### src/rtl/knn_topk_if.sv
// Pair-stream and result bundle for knn_topk; master drives pairs, slave is the top-K block.
// With KNN_TOPK_DIST_OUT_EN defined it also carries the sorted-slot debug read port.
interface knn_topk_if #(
  parameter int unsigned DATA_W  = 32,
  parameter int unsigned K       = 4,
  parameter int unsigned LABEL_W = 8
) ();
  localparam int unsigned VW = $clog2(K + 1);

  logic                  clear;
  logic                  in_valid;
  logic                  in_ready;
  logic [2*DATA_W-1:0]   in_dist;
  logic [LABEL_W-1:0]    in_label;
  logic                  in_last;
  logic                  done;
  logic [LABEL_W-1:0]    label_out;
  logic [VW-1:0]         votes_out;
`ifdef KNN_TOPK_DIST_OUT_EN
  // Index is wide enough to express out-of-range values (>= K)
  logic [VW-1:0]         rd_idx;
  logic [2*DATA_W-1:0]   rd_dist;
  logic [LABEL_W-1:0]    rd_label;
  logic                  rd_valid;

  modport master (
    output clear, in_valid, in_dist, in_label, in_last, rd_idx,
    input  in_ready, done, label_out, votes_out, rd_dist, rd_label, rd_valid
  );
  modport slave (
    input  clear, in_valid, in_dist, in_label, in_last, rd_idx,
    output in_ready, done, label_out, votes_out, rd_dist, rd_label, rd_valid
  );
`else
  modport master (
    output clear, in_valid, in_dist, in_label, in_last,
    input  in_ready, done, label_out, votes_out
  );
  modport slave (
    input  clear, in_valid, in_dist, in_label, in_last,
    output in_ready, done, label_out, votes_out
  );
`endif
endinterface

### src/rtl/knn_topk.sv
// knn_topk: keeps the K smallest (distance, label) pairs sorted, then majority-votes their labels.
// Optional debug read port of the sorted list enabled by defining KNN_TOPK_DIST_OUT_EN.
module knn_topk #(
  parameter int unsigned DATA_W  = 32,
  parameter int unsigned K       = 4,
  parameter int unsigned LABEL_W = 8
) (
  input  logic      clk,
  input  logic      rst,
  knn_topk_if.slave bus
);
  localparam int unsigned DW = 2 * DATA_W;
  localparam int unsigned VW = $clog2(K + 1);

  typedef enum logic [1:0] {StCollect, StVote, StDone} state_e;

  state_e               r_state, w_state_nxt;
  logic [DW-1:0]        r_dist  [K];
  logic [LABEL_W-1:0]   r_label [K];
  logic [K-1:0]         r_valid;
  logic [VW-1:0]        r_idx;
  logic                 r_cand_ok;
  logic [LABEL_W-1:0]   r_cand_label;
  logic [VW-1:0]        r_cand_cnt;
  logic [LABEL_W-1:0]   r_best_label;
  logic [VW-1:0]        r_best_cnt;
  logic [LABEL_W-1:0]   r_label_out;
  logic [VW-1:0]        r_votes_out;

  logic                 w_in_ready;
  logic                 w_xfer;
  logic [K-1:0]         w_gt;
  logic [K-1:0]         w_first;
  logic [DW-1:0]        w_dist_ins  [K];
  logic [LABEL_W-1:0]   w_label_ins [K];
  logic [K-1:0]         w_valid_ins;
  logic                 w_cand_ok;
  logic [LABEL_W-1:0]   w_cand_label;
  logic [VW-1:0]        w_cand_cnt;
  logic [LABEL_W-1:0]   w_best_label_nxt;
  logic [VW-1:0]        w_best_cnt_nxt;

  assign w_in_ready = (r_state == StCollect);
  assign w_xfer     = bus.in_valid && w_in_ready && !bus.clear;

  always_comb begin
    w_state_nxt = r_state;
    case (r_state)
      StCollect: if (w_xfer && bus.in_last) w_state_nxt = StVote;
      StVote:    if (r_idx == VW'(K)) w_state_nxt = StDone;
      StDone:    w_state_nxt = StDone;
      default:   w_state_nxt = StCollect;
    endcase
    if (bus.clear) w_state_nxt = StCollect;
  end

  // Valid slots form a sorted prefix, so w_gt is monotone and w_first is one-hot or zero.
  always_comb begin
    for (int j = 0; j < K; j++) begin
      w_gt[j] = !r_valid[j] || (r_dist[j] > bus.in_dist);
    end
    w_first[0] = w_gt[0];
    for (int j = 1; j < K; j++) begin
      w_first[j] = w_gt[j] && !w_gt[j-1];
    end
    for (int j = 0; j < K; j++) begin
      w_dist_ins[j]  = r_dist[j];
      w_label_ins[j] = r_label[j];
      w_valid_ins[j] = r_valid[j];
      if (w_first[j]) begin
        w_dist_ins[j]  = bus.in_dist;
        w_label_ins[j] = bus.in_label;
        w_valid_ins[j] = 1'b1;
      end
    end
    for (int j = 1; j < K; j++) begin
      if (w_gt[j] && !w_first[j]) begin
        w_dist_ins[j]  = r_dist[j-1];
        w_label_ins[j] = r_label[j-1];
        w_valid_ins[j] = r_valid[j-1];
      end
    end
  end

  // Vote count for candidate slot r_idx; registered, then compared one cycle later.
  always_comb begin
    w_cand_ok    = 1'b0;
    w_cand_label = '0;
    w_cand_cnt   = '0;
    for (int j = 0; j < K; j++) begin
      if (VW'(j) == r_idx) begin
        w_cand_ok    = r_valid[j];
        w_cand_label = r_label[j];
      end
    end
    for (int j = 0; j < K; j++) begin
      if (r_valid[j] && (r_label[j] == w_cand_label)) w_cand_cnt = w_cand_cnt + VW'(1);
    end
  end

  always_comb begin
    w_best_label_nxt = r_best_label;
    w_best_cnt_nxt   = r_best_cnt;
    if (r_cand_ok && (r_cand_cnt > r_best_cnt)) begin
      w_best_label_nxt = r_cand_label;
      w_best_cnt_nxt   = r_cand_cnt;
    end
  end

  always_ff @(posedge clk) begin
    if (rst) begin
      r_state      <= StCollect;
      r_valid      <= '0;
      r_idx        <= '0;
      r_cand_ok    <= 1'b0;
      r_cand_label <= '0;
      r_cand_cnt   <= '0;
      r_best_label <= '0;
      r_best_cnt   <= '0;
      r_label_out  <= '0;
      r_votes_out  <= '0;
      for (int j = 0; j < K; j++) begin
        r_dist[j]  <= '0;
        r_label[j] <= '0;
      end
    end else begin
      r_state <= w_state_nxt;
      if (bus.clear) begin
        r_valid <= '0;
      end else if (w_xfer) begin
        r_valid <= w_valid_ins;
        for (int j = 0; j < K; j++) begin
          r_dist[j]  <= w_dist_ins[j];
          r_label[j] <= w_label_ins[j];
        end
      end
      if ((r_state == StVote) && !bus.clear) begin
        r_idx        <= r_idx + VW'(1);
        r_cand_ok    <= w_cand_ok;
        r_cand_label <= w_cand_label;
        r_cand_cnt   <= w_cand_cnt;
        r_best_label <= w_best_label_nxt;
        r_best_cnt   <= w_best_cnt_nxt;
        if (r_idx == VW'(K)) begin
          r_label_out <= w_best_label_nxt;
          r_votes_out <= w_best_cnt_nxt;
        end
      end else begin
        r_idx        <= '0;
        r_cand_ok    <= 1'b0;
        r_best_label <= '0;
        r_best_cnt   <= '0;
      end
    end
  end

  assign bus.in_ready  = w_in_ready;
  assign bus.done      = (r_state == StDone);
  assign bus.label_out = r_label_out;
  assign bus.votes_out = r_votes_out;

`ifdef KNN_TOPK_DIST_OUT_EN
  always_comb begin
    bus.rd_valid = 1'b0;
    bus.rd_dist  = '0;
    bus.rd_label = '0;
    for (int j = 0; j < K; j++) begin
      if (VW'(j) == bus.rd_idx) begin
        bus.rd_valid = r_valid[j];
        bus.rd_dist  = r_dist[j];
        bus.rd_label = r_label[j];
      end
    end
  end
`endif

endmodule
### src/flat_wrapper.sv
// flat-port wrapper written by rule: the top's interface ports become plain ports
module knn_topk_flat 
#(
  parameter int unsigned DATA_W  = 32,
  parameter int unsigned K       = 4,
  parameter int unsigned LABEL_W = 8
)
  (clk, rst, bus_clear, bus_in_valid, bus_in_dist, bus_in_label, bus_in_last, bus_in_ready, bus_done, bus_label_out, bus_votes_out);
  knn_topk_if #(.DATA_W(DATA_W), .K(K), .LABEL_W(LABEL_W)) bus_i ();
  input  logic clk;
  input  logic rst;
  input wire logic [$bits(bus_i.clear)-1:0] bus_clear;
  input wire logic [$bits(bus_i.in_valid)-1:0] bus_in_valid;
  input wire logic [$bits(bus_i.in_dist)-1:0] bus_in_dist;
  input wire logic [$bits(bus_i.in_label)-1:0] bus_in_label;
  input wire logic [$bits(bus_i.in_last)-1:0] bus_in_last;
  output wire logic [$bits(bus_i.in_ready)-1:0] bus_in_ready;
  output wire logic [$bits(bus_i.done)-1:0] bus_done;
  output wire logic [$bits(bus_i.label_out)-1:0] bus_label_out;
  output wire logic [$bits(bus_i.votes_out)-1:0] bus_votes_out;
  assign bus_i.clear = bus_clear;
  assign bus_i.in_valid = bus_in_valid;
  assign bus_i.in_dist = bus_in_dist;
  assign bus_i.in_label = bus_in_label;
  assign bus_i.in_last = bus_in_last;
  assign bus_in_ready = bus_i.in_ready;
  assign bus_done = bus_i.done;
  assign bus_label_out = bus_i.label_out;
  assign bus_votes_out = bus_i.votes_out;
  knn_topk #(.DATA_W(DATA_W), .K(K), .LABEL_W(LABEL_W)) u_core (.clk(clk), .rst(rst), .bus(bus_i));
endmodule
### config.mk
export PLATFORM = sky130hd
export DESIGN_NAME = knn_topk_flat
export DESIGN_NICKNAME = d
export VERILOG_FILES = /design/src/rtl/knn_topk_if.sv /design/src/rtl/knn_topk.sv /design/src/flat_wrapper.sv
export SDC_FILE = /design/constraint.sdc
export NUM_CORES = 1
export LEC_CHECK = 0
export ABC_CLOCK_PERIOD_IN_PS = 8600
export BUFFER_PORTS_ARGS = -buffer_cell sky130_fd_sc_hd__buf_2
export CAP_MARGIN = 20
export CORE_MARGIN = 2
export CORE_UTILIZATION = 57
export CTS_CLUSTER_DIAMETER = 40
export DETAILED_ROUTE_END_ITERATION = 8
export PLACE_DENSITY = 0.74
export REMOVE_ABC_BUFFERS = 1
export SYNTH_ARGS = -nofsm -noshare
export SYNTH_HDL_FRONTEND = slang
export SYNTH_SLANG_ARGS = --single-unit
### constraint.sdc
create_clock -name clk -period 8.6 [get_ports clk]
set_clock_uncertainty 0.2 [all_clocks]
set_input_delay 0.86 -clock clk [delete_from_list [all_inputs] [get_ports clk]]
set_output_delay 0.86 -clock clk [all_outputs]
set_load 0.01 [all_outputs]
==> flow_summary_export.csv <==
group,metric,value,unit
run_status,result_of_the_run,"complete, no violations",
timing,worst-slew-pin-transition,1.02,ns
logic_synthesis,ys.warnings.count,0,
setup_path,timing.reg2reg.setup_slack,3.86,ns
logic_synthesis,yosysUniqueCellTypes,72,
cells_and_area,final.fill_count,2912,
worst_hold_path,hold_path_startpoint,"u_core.r_idx[0]",
run,maxCapViolCount,0,
clock_tree,cts_hold_buf,0,
logic_synthesis,synthDominantAreaCellType,"edfxtp_1",
clock_tree,cts_buffers,51,
setup_path,worst_ep_arrival_time,4.91,ns
clock_tree,clock_tree_from_tritoncts,"yes",
cells_and_area,final_core_util,0.646,
setup_path,ff2ff_path_depth,14,
global_route,pin_count_of_the_biggest_net_entering_global_routing,93,
setup_path,critPathCaptureType,"flop",
timing,tns,0,ns
routing,drt_drc_violations_left,0,
timing,slew_violations,0,
floorplan,die_x,196,µm
placement,detailedPlacementHpwl,37600,µm
routing,drtAntennaViolNets,0,
floorplan,floorplan.rows,70,
routing,routed_via_density,6.10,
power,power_density,194,mW/mm²
logic_synthesis,synth.area.top_cells,"edfxtp_1 (41%), ha_1 (16%), mux2i_1 (11%)",
logic_synthesis,synth_edf_count,288,
clock_tree,post_cts_setup_buffer_count,0,
clock_tree,cts_root_buffer,"clkbuf_16",
setup_path,critical_path.cell_chain,"buf_2 > inv_1 > ha_1 > nand4_1 > nor4_1 > nand3_1 > nor3_1 > a22oi_1 > a21boi_1 > nand2_4 > buf_4 > mux2i_1",
routing,initial_detailed_routing_violation_count,1198,
setup_path,crit_fanout,49,
clock_tree,cts_resized,0,
cells_and_area,final_area,0.0236,mm²
timing,peak_clock_frequency_supported_by_timing,0.208,GHz
placement,cell_area_reported_after_detailed_placement,0.0219,mm²
setup_path,timing_worst_setup_path_type,"in2reg",
timing,holdWs,0.265,ns
timing,finalSetupViolations,0,
setup_path,critical-path-max-stage-delay,0.76,ns
cells_and_area,instances_no_fill,2601,
clock_tree,htree_num_levels,2,
worst_hold_path,hold_path.class,"reg2reg",
global_route,via_count_of_the_first_global_routing_pass,15873,
setup_path,startpoint_type,"primary input",
routing,routedWlPerCell,20.6,µm
global_route,grt_pass1_wl,84900,µm
logic_synthesis,syn-mean-instance-area,10.5,µm²
power,power.leakage,10.1,nW
global_route,globalRouteTotalUtil,0.281,
worst_hold_path,min_delay_path_depth,1,
placement,numPortBuffers,89,
logic_synthesis,synth_top_cell_area_share,0.411,
power,power.total,4.56,mW
setup_path,cpMaxStageDelayCell,"nor4_1",
floorplan,num_io_pins,90,
routing,vias,15866,
global_route,grt.overflow.total,0,
timing,finalWorstSetupSlack,3.79,ns
logic_synthesis,synth.most_common_cell,"nand2_1",
timing,layout_worst_path_cycle_share,0.559,
power,max_vdd_drop,0.000147,V
logic_synthesis,postSynth.asyncResetShare,0,
timing,layout_min_cycle_time,4.81,ns
floorplan,core,0.0365,mm²
global_route,grt_antenna_before_repair,2,
placement,place_worst_setup_slack,3.35,ns
setup_path,crit-reg2reg-launch,"u_core.r_idx[2]",
timing,timing.slew.headroom,0.321,
logic_synthesis,syn-instance-count,2008,
logic_synthesis,synth_common_cells,"nand2_1 (375), edfxtp_1 (288), ha_1 (270)",
timing,rsz0062_at_grt,"no",
timing,finalHoldViolCount,0,
routing,drt-total-wl,53600,µm
worst_hold_path,hold_path_end,"u_core.r_idx[0]",
clock_tree,buffers_from_clock_root_to_sink_at_most,3,
cells_and_area,area_growth,12.1,%
logic_synthesis,synthesis.area,0.0210,mm²
logic_synthesis,flip_flop_and_latch_count_after_synthesis,331,
floorplan,floorplan.initialDensity,0.576,
logic_synthesis,proportion_of_synthesized_chip_area_in_sequential_cells,0.452,
clock_tree,clock_sink_count,331,
placement,gp_congestion,0.882,
cells_and_area,layout.nets,2441,
routing,drt_pass1_iterations,6,
clock_tree,cts.clk_slew.worst_paths,0.06,ns
setup_path,critical_path_required,8.70,ns
floorplan,die_footprint,0.0385,mm²
logic_synthesis,ys.flop_type,"edfxtp_1",
setup_path,regToRegEndpoint,"u_core.r_cand_cnt[1]",
floorplan,die_y,196,µm
placement,placedCellCount,2509,
cells_and_area,final_layout_size_suffix_gt1_frac,0.0971,
clock_tree,clock_latency,0.58,ns
worst max-delay path, delay by kind of cell:
kind / cells / cell delay [ns]
buf+inv: 3 / 0.72
simple gates: 5 / 2.18
mux: 1 / 0.18
fa+ha+maj: 1 / 0.35
compound gates: 2 / 0.59
area by class of cell:
| cell class | count | area [µm²] | share of cell area |
|---|---|---|---|
| multi-input combinational | 1440 | 10600 | 0.450 |
| antenna | 2 | 5.00 | 0.000212 |
| clock inverter | 30 | 309 | 0.0131 |
| timing repair buffer | 106 | 573 | 0.0243 |
| clock buffer | 60 | 1370 | 0.0581 |
| tap | 468 | 586 | 0.0248 |
| sequential | 331 | 9510 | 0.403 |
| inverter | 164 | 616 | 0.0261 |
metal layers:
metal / share of wire / global-route usage / wire, µm / vias up
met5: 0 / 0 / 0 / -
met4: 0.040 / 0.121 / 2120 / 0
met3: 0.071 / 0.0542 / 3790 / 139
met2: 0.46 / 0.452 / 24500 / 556
met1: 0.43 / 0.374 / 23200 / 7636
li1: - / - / - / 7535
registers in the layout (all words and copies together), names as in the netlist:
signal,cells
u_core.bus.label_out,8
u_core.bus.votes_out,3
u_core.r_best_cnt,3
u_core.r_best_label,8
u_core.r_cand_cnt,3
u_core.r_cand_label,8
u_core.r_cand_ok,1
u_core.r_dist,256
u_core.r_idx,3
u_core.r_label,32
u_core.r_state,2
u_core.r_valid,4
cell usage in the layout, fill, tap and decap left out, types with 5 or more instances in the layout:
cell type   instances
a211oi_1           30
a21boi_0            8
a21o_1             17
a21oi_1           117
a221oi_1           12
a31oi_1             8
and3_1             11
and4_1              5
buf_2              89
buf_4              17
clkbuf_16          52
clkinv_2            6
clkinvlp_4          6
dfxtp_1            43
edfxtp_1          288
ha_1              270
inv_1             164
inv_6               7
mux2i_1           230
nand2_1           371
nand2b_1            6
nand3_1            30
nand3b_1            6
nand4_1            54
nor2_1             60
nor2b_1            16
nor3_1             16
nor4_1             16
o211ai_1           11
o21a_1              6
o21ai_0            48
xnor2_1            16
xor2_1              5
power by group:
| group | internal (mW) | switching [mW] | leakage (nW) | total [mW] |
|---|---|---|---|---|
| clock network | 1.25 | 0.801 | 0.814 | 2.05 |
| registers | 1.86 | 0.0654 | 3.41 | 1.92 |
| logic | 0.222 | 0.372 | 5.92 | 0.593 |
| total | 3.33 | 1.24 | 10.1 | 4.56 |
cells by family after synthesis:
family,synth area share
buffers and inverters,0.0461
and+or+nand+nor,0.131
adders and majority gates,0.161
AOI/OAI and AO/OA,0.0922
xor gates and xnor gates,0.00874
DFF,0.452
muxes,0.109
worst max path at each step:
stage	slack, ns	depth (start not counted)	start	end
floorplan	-3.00	5	bus_in_valid	u_core.r_dist[1][0]
global placement	3.46	12	bus_in_dist[46]	u_core.r_dist[2][25]
detailed placement	3.35	12	bus_in_dist[46]	u_core.r_dist[2][26]
CTS	3.91	14	u_core.r_idx[2]	u_core.r_cand_cnt[1]
global route	3.54	14	u_core.r_idx[2]	u_core.r_cand_cnt[1]
finish	3.79	12	bus_in_dist[46]	u_core.r_dist[2][11]
Note: power is estimated with default switching activity, not from simulation.
